`config.mk`:
```
export PLATFORM = sky130hd
export DESIGN_NAME = uart_tx_cfg_flat
export DESIGN_NICKNAME = d
export VERILOG_FILES = /design/src/rtl/uart_tx_cfg_if.sv /design/src/rtl/uart_tx_cfg.sv /design/src/flat_wrapper.sv
export SDC_FILE = /design/constraint.sdc
export NUM_CORES = 1
export LEC_CHECK = 0
export CORE_MARGIN = 2
export CORE_UTILIZATION = 60
export CTS_CLUSTER_DIAMETER = 40
export CTS_CLUSTER_SIZE = 8
export DETAILED_ROUTE_END_ITERATION = 12
export PLACE_DENSITY = 0.86
export SETUP_SLACK_MARGIN = 0.2
export SLEW_MARGIN = 10
export SYNTH_ARGS = -nofsm -noshare
export SYNTH_HDL_FRONTEND = slang
export SYNTH_SLANG_ARGS = --single-unit
export TNS_END_PERCENT = 30
```
`constraint.sdc`:
```
create_clock -name i_Clock -period 3.1 [get_ports i_Clock]
set_clock_uncertainty 0.1 [all_clocks]
set_input_delay 0.775 -clock i_Clock [delete_from_list [all_inputs] [get_ports i_Clock]]
set_output_delay 0.775 -clock i_Clock [all_outputs]
set_load 0.01 [all_outputs]
```
`src/rtl/uart_tx_cfg_if.sv`:
```
// Host-side bundle for the configurable UART transmitter: THR write strobe,
// character, mode fields, and the status/line outputs.
interface uart_tx_cfg_if;
  logic       i_TX_DV;
  logic [7:0] i_TX_Byte;
  logic [1:0] i_Data_Bits;
  logic [1:0] i_Parity_Mode;
  logic       i_Stop_Bits;
  logic       o_TX_Ready;
  logic       o_TX_Empty;
  logic       o_TX_Active;
  logic       o_TX_Serial;
  logic       o_TX_Done;

  modport master (
    output i_TX_DV, i_TX_Byte, i_Data_Bits, i_Parity_Mode, i_Stop_Bits,
    input  o_TX_Ready, o_TX_Empty, o_TX_Active, o_TX_Serial, o_TX_Done
  );

  modport slave (
    input  i_TX_DV, i_TX_Byte, i_Data_Bits, i_Parity_Mode, i_Stop_Bits,
    output o_TX_Ready, o_TX_Empty, o_TX_Active, o_TX_Serial, o_TX_Done
  );
endinterface

```
`src/rtl/uart_tx_cfg.sv`:
```
// Runtime-configurable UART transmitter (5-8 data bits, none/even/odd/force-1
// parity, 1 or 2 stop bits) with a one-entry holding register so the host can
// queue the next character and frames run back to back without idle clocks.
module uart_tx_cfg #(
  parameter int CLKS_PER_BIT = 417
) (
  input  logic           i_Clock,
  input  logic           i_Rst_L,
  uart_tx_cfg_if.slave   bus
);

  localparam int CNT_W = $clog2(CLKS_PER_BIT) + 1;
  localparam logic [CNT_W-1:0] CNT_LAST = CNT_W'(CLKS_PER_BIT - 1);

  typedef enum logic [2:0] {
    IDLE   = 3'd0,
    START  = 3'd1,
    DATA   = 3'd2,
    PARITY = 3'd3,
    STOP   = 3'd4
  } state_t;

  // Mask selecting the data bits actually sent for a given word length.
  function automatic logic [7:0] data_mask(input logic [1:0] data_bits);
    logic [7:0] m;
    case (data_bits)
      2'b00:   m = 8'h1F;
      2'b01:   m = 8'h3F;
      2'b10:   m = 8'h7F;
      default: m = 8'hFF;
    endcase
    return m;
  endfunction

  // Parity bit for the used data bits; unused upper bits are masked off.
  function automatic logic parity_bit(input logic [7:0] data,
                                      input logic [1:0] data_bits,
                                      input logic [1:0] mode);
    logic x;
    logic p;
    x = ^(data & data_mask(data_bits));
    case (mode)
      2'b01:   p = x;
      2'b10:   p = ~x;
      2'b11:   p = 1'b1;
      default: p = 1'b0;
    endcase
    return p;
  endfunction

  state_t           state_r,       state_s;
  logic [CNT_W-1:0] cnt_r,         cnt_s;
  logic [2:0]       idx_r,         idx_s;
  logic [2:0]       last_idx_r,    last_idx_s;
  logic [7:0]       shift_r,       shift_s;
  logic             par_en_r,      par_en_s;
  logic             par_bit_r,     par_bit_s;
  logic             stop2_r,       stop2_s;
  logic             stop_second_r, stop_second_s;
  logic [7:0]       hold_r,        hold_s;
  logic             hold_full_r,   hold_full_s;
  logic             serial_r,      serial_s;
  logic             active_r,      active_s;
  logic             done_r,        done_s;
  logic             bit_end_s;
  logic             load_s;

  assign bus.o_TX_Serial = serial_r;
  assign bus.o_TX_Active = active_r;
  assign bus.o_TX_Done   = done_r;
  assign bus.o_TX_Ready  = ~hold_full_r;
  assign bus.o_TX_Empty  = ~hold_full_r & ~active_r;

  // Next-state, datapath and output logic for the frame sequencer.
  always_comb begin
    state_s       = state_r;
    cnt_s         = cnt_r;
    idx_s         = idx_r;
    last_idx_s    = last_idx_r;
    shift_s       = shift_r;
    par_en_s      = par_en_r;
    par_bit_s     = par_bit_r;
    stop2_s       = stop2_r;
    stop_second_s = stop_second_r;
    hold_s        = hold_r;
    hold_full_s   = hold_full_r;
    serial_s      = serial_r;
    active_s      = active_r;
    done_s        = 1'b0;
    load_s        = 1'b0;
    bit_end_s     = (cnt_r == CNT_LAST);

    case (state_r)
      IDLE: begin
        serial_s = 1'b1;
        active_s = 1'b0;
        cnt_s    = {CNT_W{1'b0}};
        if (hold_full_r) begin
          load_s = 1'b1;
        end else begin
          load_s = 1'b0;
        end
      end
      START: begin
        if (bit_end_s) begin
          cnt_s    = {CNT_W{1'b0}};
          idx_s    = 3'd0;
          serial_s = shift_r[0];
          state_s  = DATA;
        end else begin
          cnt_s = cnt_r + CNT_W'(1);
        end
      end
      DATA: begin
        if (bit_end_s) begin
          cnt_s = {CNT_W{1'b0}};
          if (idx_r == last_idx_r) begin
            if (par_en_r) begin
              serial_s = par_bit_r;
              state_s  = PARITY;
            end else begin
              serial_s      = 1'b1;
              stop_second_s = 1'b0;
              state_s       = STOP;
            end
          end else begin
            idx_s    = idx_r + 3'd1;
            shift_s  = {1'b0, shift_r[7:1]};
            serial_s = shift_r[1];
          end
        end else begin
          cnt_s = cnt_r + CNT_W'(1);
        end
      end
      PARITY: begin
        if (bit_end_s) begin
          cnt_s         = {CNT_W{1'b0}};
          serial_s      = 1'b1;
          stop_second_s = 1'b0;
          state_s       = STOP;
        end else begin
          cnt_s = cnt_r + CNT_W'(1);
        end
      end
      STOP: begin
        if (bit_end_s) begin
          cnt_s = {CNT_W{1'b0}};
          if (stop2_r && !stop_second_r) begin
            stop_second_s = 1'b1;
          end else begin
            done_s = 1'b1;
            if (hold_full_r) begin
              load_s = 1'b1;
            end else begin
              serial_s = 1'b1;
              active_s = 1'b0;
              state_s  = IDLE;
            end
          end
        end else begin
          cnt_s = cnt_r + CNT_W'(1);
        end
      end
      default: begin
        state_s  = IDLE;
        cnt_s    = {CNT_W{1'b0}};
        serial_s = 1'b1;
        active_s = 1'b0;
      end
    endcase

    // Shifter load takes the held character and freezes the frame format;
    // a write on this edge is ignored because the holding register is still full.
    if (load_s) begin
      shift_s       = hold_r;
      last_idx_s    = {1'b0, bus.i_Data_Bits} + 3'd4;
      par_en_s      = (bus.i_Parity_Mode != 2'b00);
      par_bit_s     = parity_bit(hold_r, bus.i_Data_Bits, bus.i_Parity_Mode);
      stop2_s       = bus.i_Stop_Bits;
      stop_second_s = 1'b0;
      idx_s         = 3'd0;
      cnt_s         = {CNT_W{1'b0}};
      serial_s      = 1'b0;
      active_s      = 1'b1;
      hold_full_s   = 1'b0;
      state_s       = START;
    end else if (bus.i_TX_DV && !hold_full_r) begin
      hold_s      = bus.i_TX_Byte;
      hold_full_s = 1'b1;
    end else begin
      hold_full_s = hold_full_r;
    end
  end

  // State and datapath registers; reset discards any frame and held character.
  always_ff @(posedge i_Clock or negedge i_Rst_L) begin
    if (!i_Rst_L) begin
      state_r       <= IDLE;
      cnt_r         <= {CNT_W{1'b0}};
      idx_r         <= 3'd0;
      last_idx_r    <= 3'd7;
      shift_r       <= 8'h00;
      par_en_r      <= 1'b0;
      par_bit_r     <= 1'b0;
      stop2_r       <= 1'b0;
      stop_second_r <= 1'b0;
      hold_r        <= 8'h00;
      hold_full_r   <= 1'b0;
      serial_r      <= 1'b1;
      active_r      <= 1'b0;
      done_r        <= 1'b0;
    end else begin
      state_r       <= state_s;
      cnt_r         <= cnt_s;
      idx_r         <= idx_s;
      last_idx_r    <= last_idx_s;
      shift_r       <= shift_s;
      par_en_r      <= par_en_s;
      par_bit_r     <= par_bit_s;
      stop2_r       <= stop2_s;
      stop_second_r <= stop_second_s;
      hold_r        <= hold_s;
      hold_full_r   <= hold_full_s;
      serial_r      <= serial_s;
      active_r      <= active_s;
      done_r        <= done_s;
    end
  end

endmodule

```
`src/flat_wrapper.sv`:
```
// flat-port wrapper written by rule: the top's interface ports become plain ports
module uart_tx_cfg_flat 
#(
  parameter int CLKS_PER_BIT = 417
)
  (i_Clock, i_Rst_L, bus_i_TX_DV, bus_i_TX_Byte, bus_i_Data_Bits, bus_i_Parity_Mode, bus_i_Stop_Bits, bus_o_TX_Ready, bus_o_TX_Empty, bus_o_TX_Active, bus_o_TX_Serial, bus_o_TX_Done);
  uart_tx_cfg_if bus_i ();
  input  logic i_Clock;
  input  logic i_Rst_L;
  input wire logic [$bits(bus_i.i_TX_DV)-1:0] bus_i_TX_DV;
  input wire logic [$bits(bus_i.i_TX_Byte)-1:0] bus_i_TX_Byte;
  input wire logic [$bits(bus_i.i_Data_Bits)-1:0] bus_i_Data_Bits;
  input wire logic [$bits(bus_i.i_Parity_Mode)-1:0] bus_i_Parity_Mode;
  input wire logic [$bits(bus_i.i_Stop_Bits)-1:0] bus_i_Stop_Bits;
  output wire logic [$bits(bus_i.o_TX_Ready)-1:0] bus_o_TX_Ready;
  output wire logic [$bits(bus_i.o_TX_Empty)-1:0] bus_o_TX_Empty;
  output wire logic [$bits(bus_i.o_TX_Active)-1:0] bus_o_TX_Active;
  output wire logic [$bits(bus_i.o_TX_Serial)-1:0] bus_o_TX_Serial;
  output wire logic [$bits(bus_i.o_TX_Done)-1:0] bus_o_TX_Done;
  assign bus_i.i_TX_DV = bus_i_TX_DV;
  assign bus_i.i_TX_Byte = bus_i_TX_Byte;
  assign bus_i.i_Data_Bits = bus_i_Data_Bits;
  assign bus_i.i_Parity_Mode = bus_i_Parity_Mode;
  assign bus_i.i_Stop_Bits = bus_i_Stop_Bits;
  assign bus_o_TX_Ready = bus_i.o_TX_Ready;
  assign bus_o_TX_Empty = bus_i.o_TX_Empty;
  assign bus_o_TX_Active = bus_i.o_TX_Active;
  assign bus_o_TX_Serial = bus_i.o_TX_Serial;
  assign bus_o_TX_Done = bus_i.o_TX_Done;
  uart_tx_cfg #(.CLKS_PER_BIT(CLKS_PER_BIT)) u_core (.i_Clock(i_Clock), .i_Rst_L(i_Rst_L), .bus(bus_i));
endmodule
```
==> Yosys cells after proc, flatten, opt, wreduce, memory -nomap -nowiden <==
Cells that the tools add are included.
{ "classes": {"add_sub_neg": 3, "multipliers": 0, "n_div": 0, "order_cmp": 0, "n_eq_ne": 24, "shift": 0, "mux": 57, "bitwise": 6, "reduce_logical": 22} }
{ "op_table": {"columns": ["op", "count"], "rows": [
  ["$mux W8", 5],
  ["$mux W3", 13],
  ["$mux W10", 3],
  ["$mux W1", 28],
  ["$pmux W8 S3", 1],
  ["$ne A3 B1 Y1 const B", 6],
  ["$pmux W3 S5", 1],
  ["$add A10 B1 Y10 const B", 1],
  ["$eq A10 B9 Y1 const B", 1],
  ["$and A8 B8 Y8", 1],
  ["$reduce_and A4 Y1", 2],
  ["$reduce_and A8 Y1", 1],
  ["$reduce_bool A2 Y1", 4],
  ["$reduce_xor A8 Y1", 1],
  ["$reduce_and A7 Y1", 1],
  ["$eq A2 B2 Y1 const B", 3],
  ["$eq A3 B2 Y1 const B", 2],
  ["$ne A2 B1 Y1 const B", 3],
  ["$ne A3 B2 Y1 const B", 2],
  ["$ne A3 B3 Y1 const B", 2],
  ["$pmux W1 S3", 2],
  ["$pmux W3 S2", 1],
  ["$reduce_and A6 Y1", 1],
  ["$eq A2 B1 Y1 const B", 2],
  ["19 further kinds", 25]
]} }
{ "word_totals": {"reg_bits": 43, "latchBits": 0, "ramBits": 0, "mem_bits_ro": 0, "inputBits": 16, "out_inout_bits": 5, "memories": 0} }

==> Longest topological paths before layout <==
{ "depth": {"ltp_word": 10, "ltp_mapped": 8} }

==> Worst setup path after synthesis <==
No wires, ideal clock.
{ "synth_path": {"kind": "flip-flop to flip-flop", "start": "register u_core.cnt_r[0]", "end": "register u_core.stop2_r", "setup_time_ns": 0.125, "arrival_ns": 1.818, "required_ns": 2.875, "slack_ns": 1.057, "stages_incl_launch_ff": 8, "synth_period_minus_slack_ns": 2.043, "path_cell_list": "dfrtp_1 > inv_1 > ha_1 > nor4b_1 > nand4_1 > a21oi_1 > buf_2 > mux2_2"} }
{ "synth_via": {"elab_chain_cells": 3} }
{ "synth_lines": {"columns": ["element", "line_no", "text"], "rows": [
  ["from (decl)", "uart_tx_cfg.sv:52", "logic [CNT_W-1:0] cnt_r, cnt_s;"],
  ["from (signal assigned)", "uart_tx_cfg.sv:199", "cnt_r <= {CNT_W{1'b0}};"],
  ["from (signal assigned)", "uart_tx_cfg.sv:214", "cnt_r <= cnt_s;"],
  ["$eq A10 B9 Y1", "uart_tx_cfg.sv:91", "bit_end_s = (cnt_r == CNT_LAST);"],
  ["$mux W1", "uart_tx_cfg.sv:146", "if (bit_end_s) begin"],
  ["$pmux W1 S2", "uart_tx_cfg.sv:93", "case (state_r)"],
  ["to (signal assigned)", "uart_tx_cfg.sv:220", "stop2_r <= stop2_s;"],
  ["to (decl)", "uart_tx_cfg.sv:58", "logic stop2_r, stop2_s;"]
]} }
Every way passes these cells.
A chain may end at the register's enable or synchronous reset.

==> Worst setup path in the final report <==
{ "layout_path": {"start": "register u_core.hold_full_r", "end": "output port bus_o_TX_Empty"} }
{ "layout_via": {"elab_chain_cells": 2} }
{ "layout_lines": {"columns": ["element", "line_no", "text"], "rows": [
  ["from (decl)", "uart_tx_cfg.sv:61", "logic hold_full_r, hold_full_s;"],
  ["from (signal assigned)", "uart_tx_cfg.sv:223", "hold_full_r <= hold_full_s;"],
  ["$not A1 Y1", "uart_tx_cfg.sv:72", "assign bus.o_TX_Empty = ~hold_full_r & ~active_r;"],
  ["$and A1 B1 Y1", "uart_tx_cfg.sv:72", null],
  ["to (decl)", "flat_wrapper.sv:16", "output wire logic [$bits(bus_i.o_TX_Empty)-1:0] bus_o_TX_Empty;"]
]} }
Every way passes these cells.

==> reports/metrics.yaml <==
post_synth.cell_area_avg_um2: 10.2
fmax_ghz: 0.412
switching_share_pct: 36.1
worstPathMaxFanout: 6
synth_cell_types: 45
layout-drive-gt1-share_pct: 12.5
antenna_left: 0
die_y_um: 63.7
die_x_um: 63.7
n_antenna_cell: 0
clock_path_buffers: 2
cts_resized: 0
comb_power_share_pct: 42.4
start_kind: "flop"
hold_start: "u_core.last_idx_r[1]"
drt_pass1_iterations: 4
synth_seq_cells: 42
r2r_cells: 8
power_density_nw_per_um2: 819
setup_viol: 0
io_buffers: 20
post_cts_buffers: 0
dieArea_um2: 4050
cap_violations: 0
p_total_uw: 1990
wl_per_cell_um: 13.9
cp-startpoint: "u_core.hold_full_r"
grt_pass1_wl_um: 7040
critPathSlowestCell: "clkdlybuf4s50_1"
report.final.hold_viol_count: 0
p_seq_share_pct: 44.3
critical_path.max_stage_delay_ns: 0.56
wirelength_um: 3870
critPathCaptureType: "output port"
holdWs_ns: 0.375
htreeDepth: 2
via_count: 1560
status: "finished clean"
fin_crit_sh_pct: 78.2
crit_required_ns: 2.22
antenna_found_initial: 0
utilization_pct: 71.5
synth_fp_nets: 228
path_clk_slew_ns: 0.12
regToRegStartpoint: "u_core.cnt_r[0]"
switching_power_uw: 717
cp_cell_sequence: "nor2_1 > clkdlybuf4s50_1"
dp_hpwl_um: 2890
crit_end: "bus_o_TX_Empty"
cp_top_family: "buffers and inverters"
min_path_type: "reg -> reg"
worstReg2RegEnd: "u_core.shift_r[4]"
final_nets: 250
ys_seq_area_share_pct: 49.4
ir_drop_uv: 538
crit_buf_inv: 1
cts_hold_buf: 0
critPathArrivalTime_ns: 1.55
tightest_slew_ns: 0.891
rows: 21
num_io_pins: 21
syn_inst: 209
ys.flop_type: "dfrtp_1"
fin_ws_ns: 0.675
routed_via_density: 5.61
p_int_uw: 1270
clock_latency_ns: 0.36
synthToLayoutAreaGrowth_pct: 13.5
preCtsSetupSlack_ns: 0.620
grt_overflow: 0
reg2reg_setup_slack_ns: 0.70
numClockSinks: 42
cts_tree: "done"
setup_tns_ns: 0
maxSlewHeadroom_pct: 40.6
grt_usage_pct: 22.9
synth-edff-count: 0
path_class: "reg -> out"
remaining_drc_errors: 0
layout_min_cycle_time_ns: 2.43
rsz0062_at_grt: "no"
netlist_area_um2: 2140
grt_pass1_vias: 1529
cp_num_cells: 2
numCtsBuffers: 5
finalMaxSlewViolations: 0
root_buffer: "clkbuf_4"
first_iter_violations: 97
synthArstFlopShare_pct: 100
power_leakage_uw: 0.00108
coreArea_um2: 3390
gp_congestion: 0.865
p_clk_share_pct: 13.3
start_util_pct: 63.0
grt_max_degree: 43
synth_warnings: 0
[how the worst min path moves through the flow]
| stage | endpoint | cells after the start |
|---|---|---|
| 2_1_floorplan | u_core.par_bit_r | 2 |
| 3_3_place_gp | u_core.last_idx_r[1] | 2 |
| 3_5_place_dp | u_core.last_idx_r[1] | 2 |
| 4_1_cts | u_core.last_idx_r[1] | 2 |
| 5_1_grt | u_core.par_bit_r | 2 |
| 6_report | u_core.last_idx_r[1] | 2 |
[cells by family after synthesis]
kind of cell    after synthesis  synth area share [%]
compound gates               37                  11.3
xor+xnor                     14                  6.39
fa+ha+maj                     3                  1.76
buf+inv                      17                  3.51
flops                        42                  49.4
mux                          18                  8.96
simple gates                 78                  18.7
[per-stage QoR]
stage                     area (um^2)  std cells
after floorplan                  2140        209
after global placement           2370        270
after detailed placement         2370        270
after CTS                        2420        278
after global routing             2420        278
final                            2420        278
[sequential cells by signal (all words and copies together), names as in the netlist, 2 cells and up]
signal,cells
u_core.hold_r,8
u_core.idx_r,3
u_core.cnt_r,10
u_core.shift_r,8
u_core.last_idx_r,2
u_core.state_r,3
[power by group through the flow]
stage                     Sequential, uW  Combinational (uW)  Clock (uW)
after floorplan                      857                 631           0
after global placement               882                 809           0
after detailed placement             891                 836           0
after CTS                            879                 845         273
after global routing                 911                 941         295
final                                881                 842         264
[cells in the mapped netlist, types with 2 or more instances]
cell,n,area [um^2]
and2_1,3,18.8
nand2b_1,3,18.8
nand4_1,5,31.3
xor2_1,7,61.3
ha_1,3,37.5
a21oi_1,7,35.0
nand2_1,28,105
mux2i_1,9,90.1
dfstp_2,3,78.8
nor2_1,16,60.1
o21ai_0,15,75.1
a21o_1,2,15.0
dfrtp_1,39,976
or3_1,3,18.8
inv_1,9,33.8
clkbuf_1,4,15.0
nor3b_1,3,22.5
mux2_2,9,101
xnor2_1,6,52.6
nor4b_1,2,17.5
nand3_1,7,35.0
buf_2,3,15.0
[layer usage]
metal	vias up	track usage (%)	wire (um)
met1	746	30.1	1820
met4	0	12.2	104
li1	777	-	-
met3	9	4.29	130
met2	28	36.1	1820
met5	-	0	0
[worst register-to-register path, stage by stage (launching register included)]
cell,delay [ns]
dfrtp_1,0.46
inv_1,0.08
ha_1,0.19
or4b_4,0.51
nor3_4,0.26
nand3_1,0.19
buf_4,0.23
mux2i_1,0.17
o21ai_0,0.09
[layout by cell type (no fill, tap or decap), drive strengths merged, types with 4 or more instances in the layout]
master and instances:
clkbuf 6, nand2 28, o21ai 16, nor2 16, clkdlybuf4s50 19, nand3 7, nand4 5, inv 9
xnor2 6, mux2 9, dfrtp 39, buf 4, xor2 7, mux2i 9, a21oi 7
[layout make-up]
| class | count | area, um^2 |
|---|---|---|
| fill | 255 | 965 |
| tap | 46 | 57.6 |
| inverter | 9 | 33.8 |
| timing repair buffer | 23 | 218 |
| multi-input combinational | 150 | 1010 |
| clock buffer | 6 | 41.3 |
| sequential | 42 | 1050 |
| clock inverter | 2 | 13.8 |
Note: power is estimated with default switching activity, not from simulation.
